File: src/rtl/uart_pkg.sv
// uart_pkg: shared constants, FSM state encoding and baud divider helper for the UART receiver
package uart_pkg;

    localparam int PAR_NONE = 0;
    localparam int PAR_ODD  = 1;
    localparam int PAR_EVEN = 2;

    typedef enum logic [2:0] {
        S_IDLE,
        S_START,
        S_DATA,
        S_PARITY,
        S_STOP,
        S_BREAK
    } state_e;

    function automatic int calc_div(input longint clk_freq, input longint baud, input longint os);
        return int'((clk_freq + (baud * os) / 2) / (baud * os));
    endfunction

endpackage

File: src/rtl/sync_fifo.sv
// sync_fifo: first-word-fall-through FIFO; head is visible combinationally while non-empty
module sync_fifo #(
    parameter int WIDTH = 8,
    parameter int DEPTH = 4
) (
    input  logic                           sysclk,
    input  logic                           reset,
    input  logic                           push,
    input  logic [WIDTH-1:0]               wdata,
    input  logic                           pop,
    output logic [WIDTH-1:0]               rdata,
    output logic                           valid,
    output logic                           full,
    output logic [$clog2(DEPTH+1)-1:0]     count
);
    localparam int AW = $clog2(DEPTH);
    localparam int CW = $clog2(DEPTH + 1);
    localparam logic [CW-1:0] FULL_CNT = CW'(DEPTH);

    logic [WIDTH-1:0] mem_q [DEPTH];
    logic [AW-1:0]    wr_q;
    logic [AW-1:0]    rd_q;
    logic [CW-1:0]    cnt_q;
    logic             do_pop;
    logic             do_push;

    assign valid   = cnt_q != '0;
    assign full    = cnt_q == FULL_CNT;
    assign do_pop  = pop && valid;
    assign do_push = push && (!full || do_pop);
    assign count   = cnt_q;
    assign rdata   = valid ? mem_q[rd_q] : '0;

    // storage write; contents need no reset since reads are gated by valid
    always_ff @(posedge sysclk) begin
        if (do_push) mem_q[wr_q] <= wdata;
    end

    // pointers wrap naturally because DEPTH is a power of two
    always_ff @(posedge sysclk or negedge reset) begin
        if (!reset) begin
            wr_q  <= '0;
            rd_q  <= '0;
            cnt_q <= '0;
        end else begin
            wr_q  <= do_push ? wr_q + 1'b1 : wr_q;
            rd_q  <= do_pop ? rd_q + 1'b1 : rd_q;
            cnt_q <= cnt_q + {{(CW-1){1'b0}}, do_push} - {{(CW-1){1'b0}}, do_pop};
        end
    end

endmodule

File: src/rtl/uart_rx_param.sv
// uart_rx_param: oversampled, majority-voted UART receiver with configurable framing and receive FIFO
module uart_rx_param
    import uart_pkg::*;
#(
    parameter int CLK_FREQ   = 50_000_000,
    parameter int BAUD       = 9600,
    parameter int OVERSAMPLE = 16,
    parameter int DATA_BITS  = 8,
    parameter int PARITY     = 0,
    parameter int STOP_BITS  = 1,
    parameter int FIFO_DEPTH = 4
) (
    input  logic                              sysclk,
    input  logic                              reset,
    input  logic                              rxd,
    input  logic                              rd_en,
    output logic [DATA_BITS-1:0]              rd_data,
    output logic                              rd_valid,
    output logic [$clog2(FIFO_DEPTH+1)-1:0]   fifo_count,
    output logic                              frame_err,
    output logic                              parity_err,
    output logic                              overrun
);
    localparam int DIV = calc_div(CLK_FREQ, BAUD, OVERSAMPLE);
    localparam int DW  = $clog2(DIV + 1);
    localparam int OW  = $clog2(OVERSAMPLE);
    localparam logic [3:0] LAST_DATA = 4'(DATA_BITS - 1);
    localparam logic [3:0] LAST_STOP = 4'(STOP_BITS - 1);

    logic [1:0]           sync_q;
    logic                 line_q;
    state_e               state_q;
    logic [DW-1:0]        div_q, div_d;
    logic [OW-1:0]        os_q, os_d;
    logic [1:0]           smp_q;
    logic [3:0]           bit_q;
    logic [DATA_BITS-1:0] data_q;
    logic                 par_err_q;
    logic                 stop_bad_q;
    logic                 frame_err_q, parity_err_q, overrun_q;
    logic                 rx_s, tick, mid, vote, stop_bad, push, full;

    assign rx_s     = sync_q[1];
    assign tick     = state_q != S_IDLE && div_q == DW'(DIV - 1);
    assign mid      = tick && os_q == OW'(OVERSAMPLE / 2);
    assign vote     = (smp_q[0] & smp_q[1]) | (smp_q[0] & rx_s) | (smp_q[1] & rx_s);
    assign stop_bad = stop_bad_q | ~vote;
    assign push     = mid && state_q == S_STOP && bit_q == LAST_STOP && !stop_bad && !par_err_q && (!full || rd_en);

    assign frame_err  = frame_err_q;
    assign parity_err = parity_err_q;
    assign overrun    = overrun_q;

    // tick generator is held at zero while idle so each frame starts from a clean phase
    always_comb begin
        div_d = (state_q == S_IDLE || tick) ? '0 : div_q + 1'b1;
        os_d  = state_q == S_IDLE ? '0 : tick ? (os_q == OW'(OVERSAMPLE - 1) ? '0 : os_q + 1'b1) : os_q;
    end

    // synchroniser, edge history, tick counters and the two early vote samples
    always_ff @(posedge sysclk or negedge reset) begin
        if (!reset) begin
            sync_q <= 2'b11;
            line_q <= 1'b1;
            div_q  <= '0;
            os_q   <= '0;
            smp_q  <= 2'b11;
        end else begin
            sync_q <= {sync_q[0], rxd};
            line_q <= rx_s;
            div_q  <= div_d;
            os_q   <= os_d;
            smp_q[0] <= (tick && os_q == OW'(OVERSAMPLE / 2 - 2)) ? rx_s : smp_q[0];
            smp_q[1] <= (tick && os_q == OW'(OVERSAMPLE / 2 - 1)) ? rx_s : smp_q[1];
        end
    end

    // frame FSM; decisions are taken at the voted mid-point of each bit
    always_ff @(posedge sysclk or negedge reset) begin
        if (!reset) begin
            state_q      <= S_IDLE;
            bit_q        <= '0;
            data_q       <= '0;
            par_err_q    <= 1'b0;
            stop_bad_q   <= 1'b0;
            frame_err_q  <= 1'b0;
            parity_err_q <= 1'b0;
            overrun_q    <= 1'b0;
        end else begin
            frame_err_q  <= 1'b0;
            parity_err_q <= 1'b0;
            overrun_q    <= 1'b0;
            case (state_q)
                S_IDLE: if (line_q && !rx_s) state_q <= S_START;
                S_START: if (mid) begin
                    state_q    <= vote ? S_IDLE : S_DATA;
                    bit_q      <= '0;
                    par_err_q  <= 1'b0;
                    stop_bad_q <= 1'b0;
                end
                S_DATA: if (mid) begin
                    data_q  <= {vote, data_q[DATA_BITS-1:1]};
                    bit_q   <= bit_q == LAST_DATA ? '0 : bit_q + 1'b1;
                    state_q <= bit_q != LAST_DATA ? S_DATA : PARITY != PAR_NONE ? S_PARITY : S_STOP;
                end
                S_PARITY: if (mid) begin
                    par_err_q <= (^data_q ^ vote) != (PARITY == PAR_ODD);
                    state_q   <= S_STOP;
                end
                S_STOP: if (mid) begin
                    stop_bad_q <= stop_bad;
                    bit_q      <= bit_q + 1'b1;
                    if (bit_q == LAST_STOP) begin
                        state_q      <= (stop_bad && data_q == '0) ? S_BREAK : S_IDLE;
                        frame_err_q  <= stop_bad;
                        parity_err_q <= !stop_bad && par_err_q;
                        overrun_q    <= !stop_bad && !par_err_q && full && !rd_en;
                    end
                end
                S_BREAK: if (rx_s) state_q <= S_IDLE;
                default: state_q <= S_IDLE;
            endcase
        end
    end

    sync_fifo #(.WIDTH(DATA_BITS), .DEPTH(FIFO_DEPTH)) u_fifo (
        .sysclk (sysclk),
        .reset  (reset),
        .push   (push),
        .wdata  (data_q),
        .pop    (rd_en),
        .rdata  (rd_data),
        .valid  (rd_valid),
        .full   (full),
        .count  (fifo_count)
    );

endmodule

File: config.mk
export PLATFORM = sky130hd
export DESIGN_NAME = uart_rx_param
export DESIGN_NICKNAME = d
export VERILOG_FILES = /design/src/rtl/uart_pkg.sv /design/src/rtl/sync_fifo.sv /design/src/rtl/uart_rx_param.sv
export SDC_FILE = /design/constraint.sdc
export NUM_CORES = 1
export LEC_CHECK = 0
export BUFFER_PORTS_ARGS = -buffer_cell sky130_fd_sc_hd__buf_2
export CAP_MARGIN = 20
export CORE_MARGIN = 2
export CORE_UTILIZATION = 55
export DETAILED_ROUTE_END_ITERATION = 8
export GPL_TIMING_DRIVEN = 0
export PLACE_DENSITY = 0.73
export REMOVE_ABC_BUFFERS = 1
export SYNTH_ARGS = -nofsm -noshare
export SYNTH_HDL_FRONTEND = slang
export SYNTH_SLANG_ARGS = --single-unit
export TNS_END_PERCENT = 100
File: constraint.sdc
create_clock -name sysclk -period 3 [get_ports sysclk]
set_clock_uncertainty 0.15 [all_clocks]
set_input_delay 0.6 -clock sysclk [delete_from_list [all_inputs] [get_ports sysclk]]
set_output_delay 0.6 -clock sysclk [all_outputs]
set_load 0.02 [all_outputs]
==> results of run 1 <==
-- logic make-up (layout without fill, tap and decap cells) --
group,after synthesis,in the layout,share of synthesized area
buffers and inverters,36,60,0.0388
adder cells (fa/ha/maj),19,19,0.0655
XOR/XNOR,18,18,0.0426
AND/OR/NAND/NOR,91,91,0.149
AO/OA/AOI/OAI,28,28,0.0524
multiplexers,21,21,0.0868
flip-flops,77,77,0.565
-- worst max-delay path, delay by kind of cell (launching register included) --
kind / cells / cell delay (ps)
flops: 1 / 450
fa+ha+maj: 2 / 650
simple gates: 3 / 1330
-- per-stage QoR --
step                utilization  total power, mW  setup WS [ps]  hold WS (ps)  std cells
global placement          0.598             1.54            345           196        373
finish                    0.637             2.39            295           198        391
CTS                       0.632             2.40            256           180        389
detailed placement        0.598             1.55            290           198        373
global route              0.637             2.52           97.4           181        391
floorplan                     -             1.45            508           154        278
-- worst max-delay path by stage --
| stage | startpoint | to | slack [ps] | cells past startpoint |
|---|---|---|---|---|
| floorplan | u_fifo.count[0]$_DFF_PN0_ | u_fifo.count[2]$_DFF_PN0_ | 510 | 7 |
| global placement | div_q[3]$_DFF_PN0_ | u_fifo.count[1]$_DFF_PN0_ | 340 | 5 |
| detailed placement | div_q[3]$_DFF_PN0_ | u_fifo.count[1]$_DFF_PN0_ | 290 | 5 |
| CTS | u_fifo.rd_q[0]$_DFFE_PN0P_ | rd_data[7] | 260 | 3 |
| global route | div_q[1]$_DFF_PN0_ | u_fifo.count[1]$_DFF_PN0_ | 100 | 7 |
| finish | div_q[3]$_DFF_PN0_ | u_fifo.count[1]$_DFF_PN0_ | 300 | 5 |
-- state kept, by name, summed over array words and instances (netlist names), 2 cells and up --
signal	count
sync_q	2
bit_q	4
smp_q	2
u_fifo.mem_q	32
div_q	9
state_q	3
u_fifo.count	3
os_q	4
u_fifo.wr_q	2
data_q	8
u_fifo.rd_q	2
-- power by group through the flow --
stage	clock, mW	sequential (mW)	combinational, mW
CTS	0.875	1.22	0.310
detailed placement	0	1.24	0.309
global placement	0	1.24	0.304
finish	0.859	1.22	0.314
global route	0.927	1.23	0.357
floorplan	0	1.22	0.236
-- metal layers --
layer / GRT usage / up-vias
li1: - / 1073
met3: 0.0404 / 5
met2: 0.304 / 35
met1: 0.238 / 1113
met4: 0.0808 / 0
met5: 0 / -
-- area by class of cell --
type	count	share of cell area
Clock inverter	7	0.0239
Clock buffer	9	0.0303
Sequential cell	77	0.512
Tap cell	77	0.0236
Multi-Input combinational cell	177	0.359
Timing Repair Buffer	20	0.0294
Inverter	24	0.0220
-- cell usage in the layout, fill, tap and decap left out, types with 3 or more instances in the layout --
master	instances
sky130_fd_sc_hd__dfrtp_1	40
sky130_fd_sc_hd__edfxtp_1	32
sky130_fd_sc_hd__inv_1	24
sky130_fd_sc_hd__nor2_1	18
sky130_fd_sc_hd__buf_2	18
sky130_fd_sc_hd__ha_1	17
sky130_fd_sc_hd__nand2_1	16
sky130_fd_sc_hd__xnor2_1	12
sky130_fd_sc_hd__and2_1	11
sky130_fd_sc_hd__o21ai_0	9
sky130_fd_sc_hd__clkbuf_8	9
sky130_fd_sc_hd__mux4_2	8
sky130_fd_sc_hd__mux2i_1	7
sky130_fd_sc_hd__nand3_1	6
sky130_fd_sc_hd__nor3_1	6
sky130_fd_sc_hd__xor2_1	6
sky130_fd_sc_hd__nand4_1	5
sky130_fd_sc_hd__mux2_2	5
sky130_fd_sc_hd__dfstp_2	5
sky130_fd_sc_hd__nand2b_1	4
sky130_fd_sc_hd__and2_2	4
sky130_fd_sc_hd__or3_1	3
sky130_fd_sc_hd__or4_1	3
sky130_fd_sc_hd__o22ai_1	3
==> results.rst, run 1 <==
.. list-table::
   :header-rows: 1

   * - Metric
     - Value
   * - Post-Syn Area per Cell
     - roughly 13 sq um
   * - Min-Delay Path Class
     - primary input to register
   * - Setup CP Type
     - register to register
   * - Data arrival at the endpoint of the critical path
     - ~2800 ps
   * - Wl on met1
     - between 2000 and 3000 um
   * - Clock latency at the later pin of the worst-skew pair
     - around 350 ps
   * - Highest fanout seen on the critical path
     - 14
   * - Max-capacitance violation count
     - 0
   * - Post-CTS clock slew at the launch and capture registers of the worst setup and hold paths
     - 80 ps
   * - Max-slew headroom at the worst pin
     - 0.627
   * - Total overflow reported by the global router
     - 0
   * - Ant diodes
     - 0
   * - Weighted congestion reported at the end of routability-driven placement
     - 0.794
   * - Worst-margin pin slew
     - about 560 ps
   * - Via count
     - 2226
   * - Setup repair after global routing missed its margin
     - no
   * - Relative area change from synthesis to final layout
     - 10.4%
   * - Setup slack of the most critical reg-to-reg path
     - approximately 300 ps
   * - Nature of the critical path startpoint
     - register
   * - Post-CTS Setup Inserts
     - 0
   * - Number of I/O pins
     - 19
   * - DR pass1 iterations
     - 4
   * - IR drop worst, VDD
     - around 400 uV
   * - Clock sink count
     - 77
   * - Inserted Clock Buffers
     - 9
   * - Result of the run
     - finished clean
   * - Hold Path Stages
     - 1
   * - Antenna violations before repair
     - 0
   * - Post-layout net count
     - 331
   * - Root buf cell
     - sky130_fd_sc_hd__clkbuf_8
   * - Row count
     - 29
   * - Number of filler instances in the final layout
     - a little under 500
   * - Placed Area
     - roughly 3800 sq um
   * - Power share of the clock group
     - 0.359
   * - Share of Yosys cell area claimed by the top area cell type
     - 0.270
   * - Endpoint of the worst-slack reg-to-reg timing path
     - u_fifo.count[1]$_DFF_PN0_
   * - Routed vias/inst
     - around 5.7
   * - Total track usage
     - 0.185
   * - Synth async-reset ratio
     - 0.584
   * - Fraction of the yosys area taken by sequential cells
     - 0.565
   * - Wire length of the first global-routing pass
     - 10500 um
   * - Dominant cell type by area after synthesis
     - sky130_fd_sc_hd__dfrtp_1
   * - Final number of max-transition violations
     - 0
   * - Setup TNS
     - 0 ps
   * - Width of the chip
     - 86.1 um
   * - Cell internal pwr
     - 1.72 mW
   * - Starting utilization of the core area
     - 0.577
   * - Initial DRC count
     - 123
   * - Synth warnings
     - 0
   * - List of cells traversed by the critical path
     - nor4b_4, nand3_4, nor4_4, ha_1, fa_1
   * - Cell at the slowest stage of the critical path
     - sky130_fd_sc_hd__nor4b_4
   * - Ranking of synthesized cells by instance count
     - sky130_fd_sc_hd__dfrtp_1, sky130_fd_sc_hd__edfxtp_1, sky130_fd_sc_hd__inv_1
   * - Worst Path Required
     - 3070 ps
   * - Number of enable flip-flop cells after synthesis
     - 32
   * - Syn Std Cell Area
     - between 3000 and 4000 sq um
   * - Amount of wire on met2 after detailed routing
     - a little under 3000 um
   * - Die height
     - ~86 um
   * - Clock tree buffer depth
     - 2
   * - Cells resized by post-CTS repair
     - 0
   * - Launch point of the worst reg-to-reg path
     - div_q[3]$_DFF_PN0_
   * - Detailed placer's ending HPWL
     - 4080 um
   * - Sw Share
     - 0.279
   * - Standard cell core area
     - approximately 6400 sq um
   * - End point of the most critical hold path
     - sync_q[0]$_DFF_PN1_
   * - Achievable frequency
     - approximately 370 MHz
   * - Combinational share of power
     - 0.131
   * - Total routed wirelength
     - 6050 um
   * - Number of buffers added to fix hold violations after cts
     - 0
   * - Depth of the worst register-to-register path
     - 5
   * - Via count of the first global-routing pass
     - ~2200
   * - Maximum number of pins on one net before global-route repair
     - 46
   * - Detail-routed net length per standard cell
     - 15.5 um
   * - Psw
     - about 670 uW
   * - Post-route DRC
     - 0
   * - Critical path's largest stage delay
     - between 500 and 600 ps
   * - Sequential power share
     - 0.509
   * - Pwr Density
     - 585 nW/um^2
   * - TritonCTS clock tree
     - yes
   * - Final setup violating endpoints
     - 0
   * - Number of hold violations in the final report
     - 0
   * - Flops & latches, synth
     - 77
   * - Post-detailed-route count of antenna-violating nets
     - 0
   * - Sequential standard cell area
     - roughly 2100 sq um
   * - Post-Syn Instances
     - 290
   * - Crit end category
     - register
   * - Fin area
     - around 4000 sq um
   * - Most instantiated flip-flop cell in the synthesis netlist
     - sky130_fd_sc_hd__dfrtp_1
   * - Period Utilization, post-route
     - 0.902
   * - H-tree depth
     - 3
   * - Total leakage power
     - 1.80 nW
   * - Area occupied by multi-input gates
     - approximately 1500 sq um
   * - Hold Crit Start
     - rxd
   * - Fraction of layout instances using a drive strength above 1
     - 0.201
   * - Most numerous cell in the Yosys netlist
     - sky130_fd_sc_hd__dfrtp_1
   * - WL met3
     - just under 200 um
   * - Area of the die
     - about 7400 sq um
   * - Quantity of I/O buffers inserted on ports
     - 18
   * - Number of different library cells in the post-synthesis netlist
     - between 50 and 60
   * - Final critical delay including setup and external delays
     - roughly 2700 ps
   * - Top cells by area, synth
     - sky130_fd_sc_hd__dfrtp_1, sky130_fd_sc_hd__edfxtp_1, sky130_fd_sc_hd__ha_1
   * - Top routing layer in use
     - met4
Note: power is estimated with default switching activity, not from simulation.
==> run 2, diff against run 1 <==
ABC_AREA = 1   (was not set)
==> run 2 against run 1 <==
Effect of this change: sequential cell count did not move; worst hold slack got worse by 100 ps; highest routed layer unchanged; largest cell class unchanged; sequential share of layout area fell by 0.37 points; non-clock buffer count fell by 1.
==> results.rst, run 2 <==
.. list-table::
   :header-rows: 1

   * - Metric
     - Value
   * - Psw
     - 1.11 mW (+66%)
   * - Worst Path Required
     - 3080 ps (about the same)
   * - Number of I/O pins
     - 19 (unchanged)
   * - Via count
     - 2550 (+15%)
   * - Setup CP Type
     - register to register
   * - Fraction of layout instances using a drive strength above 1
     - 0.154 (-0.0470)
   * - Detailed placer's ending HPWL
     - 4400 um (+8.1%)
   * - Post-route DRC
     - 0 (unchanged)
   * - Number of flip-flops under the largest register name
     - 32 (unchanged)
   * - Initial DRC count
     - 149 (+21%)
   * - Quantity of I/O buffers inserted on ports
     - 18 (unchanged)
   * - Relative area change from synthesis to final layout
     - 10.3% (about the same)
   * - Pwr Density
     - 721 nW/um^2 (+23%)
   * - Area of the die
     - 7460 sq um (+0.73%)
   * - Sw Share
     - 0.373 (+0.0940)
   * - Starting utilization of the core area
     - 0.559 (-0.0181)
   * - Total leakage power
     - 1.89 nW (+5.0%)
   * - Weighted congestion reported at the end of routability-driven placement
     - 0.827 (+4.1%)
   * - Most instantiated flip-flop cell in the synthesis netlist
     - sky130_fd_sc_hd__dfrtp_1
   * - Routed vias/inst
     - 5.20 (-8.6%)
   * - Commonest non-fill, non-tap cell in the layout
     - sky130_fd_sc_hd__nand2_1
   * - Total routed wirelength
     - 6440 um (+6.5%)
   * - Clock sink count
     - 77 (unchanged)
   * - Highest fanout seen on the critical path
     - 7 (-7)
   * - Max-capacitance violation count
     - 0 (unchanged)
   * - Achievable frequency
     - 360 MHz (-2.5%)
   * - Worst Hold Margin
     - 97.1 ps (-101 ps)
   * - Clock latency at the later pin of the worst-skew pair
     - 340 ps (about the same)
   * - Register bank with the most flops
     - u_fifo.mem_q
   * - TritonCTS clock tree
     - yes
   * - Crit end category
     - register
   * - Number of buffers added to fix hold violations after cts
     - 0 (unchanged)
   * - Dominant cell type by area after synthesis
     - sky130_fd_sc_hd__dfrtp_1
   * - Min-Delay Path Class
     - primary input to asynchronous set/reset pin
   * - DR pass1 iterations
     - 4 (unchanged)
   * - Width of the chip
     - 86.4 um (+0.37%)
   * - Via count of the first global-routing pass
     - 2451 (+9.5%)
   * - Number of enable flip-flop cells after synthesis
     - 32 (unchanged)
   * - Worst-margin pin slew
     - 656 ps (+96.1 ps)
   * - Setup repair after global routing missed its margin
     - no
   * - Number of filler instances in the final layout
     - 574 (+17%)
   * - Wire length of the first global-routing pass
     - 11000 um (+5.3%)
   * - Period Utilization, post-route
     - 0.925 (+0.0231)
   * - Max-slew headroom at the worst pin
     - 0.563 (-0.0640)
   * - Inserted Clock Buffers
     - 9 (unchanged)
   * - Final setup violating endpoints
     - 0 (unchanged)
   * - Synth warnings
     - 0 (unchanged)
   * - Standard cell core area
     - 6680 sq um (+4.0%)
   * - Maximum number of pins on one net before global-route repair
     - 46 (unchanged)
   * - Synth async-reset ratio
     - 0.584 (unchanged)
   * - Count of non-filler cells in the finished layout
     - 490 (+25%)
   * - Total track usage
     - 0.192 (+0.00688)
   * - Final critical delay including setup and external delays
     - 2770 ps (+69.3 ps)
   * - Setup slack after placement
     - -14.2 ps (-304 ps)
   * - Data arrival at the endpoint of the critical path
     - 2850 ps (+70 ps)
   * - Post-Syn Area per Cell
     - 9.80 sq um (-23%)
   * - Cell internal pwr
     - 1.86 mW (+8.0%)
   * - Cells resized by post-CTS repair
     - 1 (+1)
   * - Top cells by area, synth
     - sky130_fd_sc_hd__dfrtp_1, sky130_fd_sc_hd__edfxtp_1, sky130_fd_sc_hd__nor2_1
   * - Largest registers in the final layout
     - u_fifo.mem_q x32, div_q x9, data_q x8
   * - Power share of the clock group
     - 0.255 (-0.104)
   * - Sequential power share
     - 0.436 (-0.073)
   * - Nature of the critical path startpoint
     - register
   * - Number of different library cells in the post-synthesis netlist
     - 33 (-38%)
   * - Placed cells
     - 473 (+27%)
   * - Combinational share of power
     - 0.309 (+0.178)
   * - Row count
     - 30 (+3.4%)
   * - Power after layout
     - 2.97 mW (+24%)
   * - Post-CTS Setup Inserts
     - 0 (unchanged)
   * - Result of the run
     - finished clean
   * - Root buf cell
     - sky130_fd_sc_hd__clkbuf_8
   * - Post-layout net count
     - 427 (+29%)
   * - Detail-routed net length per standard cell
     - 13.2 um (-15%)
   * - Ranking of synthesized cells by instance count
     - sky130_fd_sc_hd__nor2_1, sky130_fd_sc_hd__nand2_1, sky130_fd_sc_hd__inv_1
   * - Syn Std Cell Area
     - 3730 sq um (+0.78%)
   * - Most numerous cell in the Yosys netlist
     - sky130_fd_sc_hd__nor2_1
   * - Ant diodes
     - 0 (unchanged)
   * - Clock tree buffer depth
     - 2 (unchanged)
   * - Post-Syn Instances
     - 381 (+31%)
   * - Post-detailed-route count of antenna-violating nets
     - 0 (unchanged)
   * - Die height
     - 86.4 um (+0.37%)
   * - Smallest setup slack after layout
     - 226 ps (-69.3 ps)
   * - Post-CTS clock slew at the launch and capture registers of the worst setup and hold paths
     - 80 ps (about the same)
   * - Number of hold violations in the final report
     - 0 (unchanged)
   * - Fraction of the yosys area taken by sequential cells
     - 0.561 (-0.00435)
   * - Most used cells in the layout excluding fill and tap cells
     - sky130_fd_sc_hd__nand2_1, sky130_fd_sc_hd__nor2_1, sky130_fd_sc_hd__inv_1
   * - IR drop worst, VDD
     - 382 uV (-3.4%)
   * - H-tree depth
     - 3 (unchanged)
   * - Final number of max-transition violations
     - 0 (unchanged)
   * - Antenna violations before repair
     - 0 (unchanged)
   * - Total overflow reported by the global router
     - 0 (unchanged)
   * - Share of Yosys cell area claimed by the top area cell type
     - 0.268 (-0.00208)
   * - Flops & latches, synth
     - 77 (unchanged)
## run 2: changes by cell type in the layout (fill, tap and decap cells not counted), moves of 6 or more
cell	previous run	this run
sky130_fd_sc_hd__nor2_1	18	57
sky130_fd_sc_hd__mux2i_1	7	0
sky130_fd_sc_hd__xnor2_1	12	6
sky130_fd_sc_hd__inv_1	24	47
sky130_fd_sc_hd__nor3b_1	0	6
sky130_fd_sc_hd__nand3_1	6	16
sky130_fd_sc_hd__o21ai_0	9	29
sky130_fd_sc_hd__and2_1	11	0
sky130_fd_sc_hd__mux4_2	8	0
sky130_fd_sc_hd__o21ai_2	0	9
sky130_fd_sc_hd__a21oi_1	2	13
sky130_fd_sc_hd__nand2_1	16	59
## run 2: area by class of cell
| class | instances | area [sq um] | share of cell area |
|---|---|---|---|
| multi-input combinational | 248 | 1430 | 0.347 |
| inverter | 50 | 188 | 0.0456 |
| clock inverter | 7 | 66.3 | 0.0161 |
| clock buffer | 9 | 124 | 0.0301 |
| timing repair buffer | 19 | 118 | 0.0286 |
| sequential | 77 | 2090 | 0.508 |
| tap | 80 | 100 | 0.0243 |
## run 2: layer usage
layer | up-vias | GRT usage | wire, um
li1 | 1298 | - | -
met1 | 1214 | 0.245 | 3040
met2 | 29 | 0.315 | 3120
met3 | 9 | 0.0390 | 166
met4 | 0 | 0.0923 | 121
met5 | - | 0 | 0
## run 2: metrics by stage
step / utilization / setup TNS (ps) / instance area, sq um
after floorplan: - / 0 / 3700
after global placement: 0.582 / 0 / 3890
after detailed placement: 0.582 / -111 / 3890
after CTS: 0.611 / 0 / 4080
after global routing: 0.616 / 0 / 4120
final: 0.616 / 0 / 4120
## run 2: critical path: stages, from the launching register on
cell,delay [ps]
sky130_fd_sc_hd__dfrtp_1,420
sky130_fd_sc_hd__inv_1,90
sky130_fd_sc_hd__ha_1,140
sky130_fd_sc_hd__nor3b_1,430
sky130_fd_sc_hd__nand3_1,170
sky130_fd_sc_hd__nor2_1,330
sky130_fd_sc_hd__nand3_2,230
sky130_fd_sc_hd__inv_1,110
sky130_fd_sc_hd__ha_1,180
sky130_fd_sc_hd__fa_1,410
## run 2: logic make-up (layout without fill, tap and decap cells)
group,Yosys count,after routing,synth area share
AND/OR/NAND/NOR,162,162,0.203
flip-flops,77,77,0.561
AO/OA/AOI/OAI,56,56,0.0865
buffers and inverters,56,85,0.0590
adder cells (fa/ha/maj),18,18,0.0623
XOR/XNOR,12,12,0.0281
## run 2: final timing paths
path	start	endpoint	slack, ps	cells past startpoint
max	bit_q[0]$_DFFE_PN0P_	u_fifo.count[1]$_DFF_PN0_	230	9
min	reset	os_q[1]$_DFFE_PN0N_	100	1
max reg2reg	bit_q[0]$_DFFE_PN0P_	u_fifo.count[1]$_DFF_PN0_	230	9
min reg2reg	sync_q[0]$_DFF_PN1_	sync_q[1]$_DFF_PN1_	210	0
max in group asynchronous	reset	smp_q[1]$_DFFE_PN1P_	2020	2
min in group sysclk	rxd	sync_q[0]$_DFF_PN1_	200	1
## run 2: power by group through the flow
stage | Clock (mW) | Sequential (mW) | Combinational, mW
after floorplan | 0 | 1.31 | 0.660
after global placement | 0 | 1.31 | 0.893
after detailed placement | 0 | 1.32 | 0.922
after CTS | 0.774 | 1.30 | 0.926
after global routing | 0.821 | 1.31 | 1.05
final | 0.757 | 1.30 | 0.917
==> run 3, diff against run 2 <==
ABC_AREA = 0   (was 1)
CELL_PAD_IN_SITES_DETAIL_PLACEMENT = 0   (was not set)
CELL_PAD_IN_SITES_GLOBAL_PLACEMENT = 1   (was not set)
CORE_UTILIZATION = 50   (was 55)
PLACE_DENSITY = not set   (was 0.73)
PLACE_DENSITY_LB_ADDON = 0.1   (was not set)
SETUP_SLACK_MARGIN = 0.05   (was not set)
==> run 3 against run 2 <==
Effect of this change: largest power group unchanged; via count fell by 13%; clock power grew 15%; first-iteration DRC count decreased by 50%; global-route usage down 2.2 points; sequential cell count unchanged; highest routed layer unchanged; combinational power decreased by 66%; wire length down 3.4%.
==> results.rst, run 3 (synthesis results as in run 1) <==
.. list-table::
   :header-rows: 1

   * - Metric
     - Value
   * - Cell at the slowest stage of the critical path
     - sky130_fd_sc_hd__dfrtp_1
   * - Setup slack after placement
     - 297 ps (+311 ps)
   * - Setup TNS
     - 0 ps (unchanged)
   * - Crit end category
     - output port
   * - Inserted Clock Buffers
     - 9 (unchanged)
   * - Via count
     - 2218 (-13%)
   * - Power after layout
     - 2.41 mW (-19%)
   * - Max-slew headroom at the worst pin
     - 0.615 (+0.0526)
   * - Row count
     - 31 (+3.3%)
   * - Weighted congestion reported at the end of routability-driven placement
     - 0.733 (-11%)
   * - Cells resized by post-CTS repair
     - 0 (-1)
   * - Critical path's largest stage delay
     - 710 ps (+280 ps)
   * - Detail-routed net length per standard cell
     - 15.1 um (+15%)
   * - Post-CTS clock slew at the launch and capture registers of the worst setup and hold paths
     - 80 ps (about the same)
   * - Largest registers in the final layout
     - u_fifo.mem_q x32, div_q x9, data_q x8
   * - List of cells traversed by the critical path
     - mux4_2, and2_1, buf_2
   * - Data arrival at the endpoint of the critical path
     - 1950 ps (-900 ps)
   * - Via count of the first global-routing pass
     - 2187 (-11%)
   * - Width of the chip
     - 90.1 um (+4.3%)
   * - Depth of the worst register-to-register path
     - 5 (-4)
   * - Register bank with the most flops
     - u_fifo.mem_q
   * - Setup repair after global routing missed its margin
     - no
   * - Final number of max-transition violations
     - 0 (unchanged)
   * - Cell family with the largest share of critical-path delay
     - flip-flops
   * - Number of stages on the worst setup path
     - 3 (-6)
   * - Clock sink count
     - 77 (unchanged)
   * - Area of the die
     - 8110 sq um (+8.7%)
   * - Post-layout net count
     - 331 (-22%)
   * - Post-route DRC
     - 0 (unchanged)
   * - Detailed placer's ending HPWL
     - 4170 um (-5.2%)
   * - Final critical delay including setup and external delays
     - 2700 ps (-75.8 ps)
   * - TritonCTS clock tree
     - yes
   * - Worst-margin pin slew
     - 577 ps (-78.9 ps)
   * - Relative area change from synthesis to final layout
     - 11.1%
   * - Total routed wirelength
     - 6220 um (-3.4%)
   * - Fin area
     - 4120 sq um (about the same)
   * - DR pass1 iterations
     - 4 (unchanged)
   * - Die height
     - 90.1 um (+4.3%)
   * - Commonest non-fill, non-tap cell in the layout
     - sky130_fd_sc_hd__dfrtp_1
   * - Smallest setup slack after layout
     - 302 ps (+75.8 ps)
   * - Quantity of I/O buffers inserted on ports
     - 18 (unchanged)
   * - Result of the run
     - finished clean
   * - Post-layout util
     - 0.571 (-0.0457)
   * - Worst Path Required
     - 2250 ps (-830 ps)
   * - Setup CP Type
     - register to output port
   * - Achievable frequency
     - 371 MHz (+2.8%)
   * - Max-capacitance violation count
     - 0 (unchanged)
   * - Clock tree buffer depth
     - 2 (unchanged)
   * - Total track usage
     - 0.171 (-0.0218)
   * - Clock latency at the later pin of the worst-skew pair
     - 350 ps (about the same)
   * - Maximum number of pins on one net before global-route repair
     - 46 (unchanged)
   * - Starting utilization of the core area
     - 0.514 (-0.0453)
   * - Fraction of layout instances using a drive strength above 1
     - 0.197 (+0.0438)
   * - Routed vias/inst
     - 5.37 (+3.2%)
   * - Number of hold violations in the final report
     - 0 (unchanged)
   * - Root buf cell
     - sky130_fd_sc_hd__clkbuf_8
   * - Number of I/O pins
     - 19 (unchanged)
   * - Most used cells in the layout excluding fill and tap cells
     - sky130_fd_sc_hd__dfrtp_1, sky130_fd_sc_hd__edfxtp_1, sky130_fd_sc_hd__inv_1
   * - Highest fanout seen on the critical path
     - 10 (+3)
   * - Hold Path Stages
     - 1
   * - Initial DRC count
     - 74 (-50%)
   * - Final setup violating endpoints
     - 0 (unchanged)
   * - Total leakage power
     - 1.81 nW (-4.5%)
   * - H-tree depth
     - 3 (unchanged)
   * - Min-Delay Path Class
     - primary input to register
   * - Number of flip-flops under the largest register name
     - 32 (unchanged)
   * - Period Utilization, post-route
     - 0.899 (-0.0253)
   * - Ant diodes
     - 0 (unchanged)
   * - Total overflow reported by the global router
     - 0 (unchanged)
   * - Buffer and inverter count on the worst path
     - 1 (-1)
   * - Standard cell core area
     - 7210 sq um (+8.0%)
   * - Antenna violations before repair
     - 0 (unchanged)
   * - Pwr Density
     - 584 nW/um^2 (-19%)
   * - Post-detailed-route count of antenna-violating nets
     - 0 (unchanged)
   * - IR drop worst, VDD
     - 260 uV (-32%)
   * - Wire length of the first global-routing pass
     - 10700 um (-2.6%)
   * - Nature of the critical path startpoint
     - register
   * - Placed Area
     - 3860 sq um (-0.68%)
-- run 3: report_power, final --
group | internal (mW) | switching [mW] | total (mW)
clock | 0.490 | 0.383 | 0.873
sequential | 1.13 | 0.0889 | 1.22
combinational | 0.122 | 0.191 | 0.312
-- run 3: cell type report --
cell class,count,area [sq um]
Fill cell,639,3100
Clock inverter,6,85.1
Timing Repair Buffer,20,120
Tap cell,99,124
Multi-Input combinational cell,177,1470
Clock buffer,10,138
Inverter,24,90.1
Sequential cell,77,2090
-- run 3: per-stage QoR --
stage	hold WS (ps)	cells
2_1_floorplan	154	278
3_3_place_gp	198	395
3_5_place_dp	198	395
4_1_cts	193	411
5_1_grt	195	413
6_report	205	413
-- run 3: worst paths after layout --
path | startpoint | endpoint | slack (ps)
setup / recovery | u_fifo.rd_q[0]$_DFFE_PN0P_ | rd_data[5] | 300
hold / removal | rxd | sync_q[0]$_DFF_PN1_ | 210
setup reg to reg | div_q[3]$_DFF_PN0_ | u_fifo.count[1]$_DFF_PN0_ | 350
hold reg to reg | sync_q[0]$_DFF_PN1_ | sync_q[1]$_DFF_PN1_ | 210
max in group asynchronous | reset | line_q$_DFF_PN1_ | 1710
min in group asynchronous | reset | u_fifo.rd_q[0]$_DFFE_PN0P_ | 470
-- run 3: routing by layer --
| metal | track usage | wire length, um | vias up |
|---|---|---|---|
| met1 | 0.222 | 2820 | 1108 |
| met5 | 0 | 0 | - |
| met3 | 0.0285 | 154 | 10 |
| li1 | - | - | 1073 |
| met4 | 0.0885 | 127 | 0 |
| met2 | 0.276 | 3120 | 27 |
-- run 3: what timing repair did --
action | 4_1_cts | 5_1_grt
hold endpoints to repair | 0 | 5
buffers inserted | 0 | 0
hold buffers | 0 | 1
endpoints found under the setup margin | 0 | 0
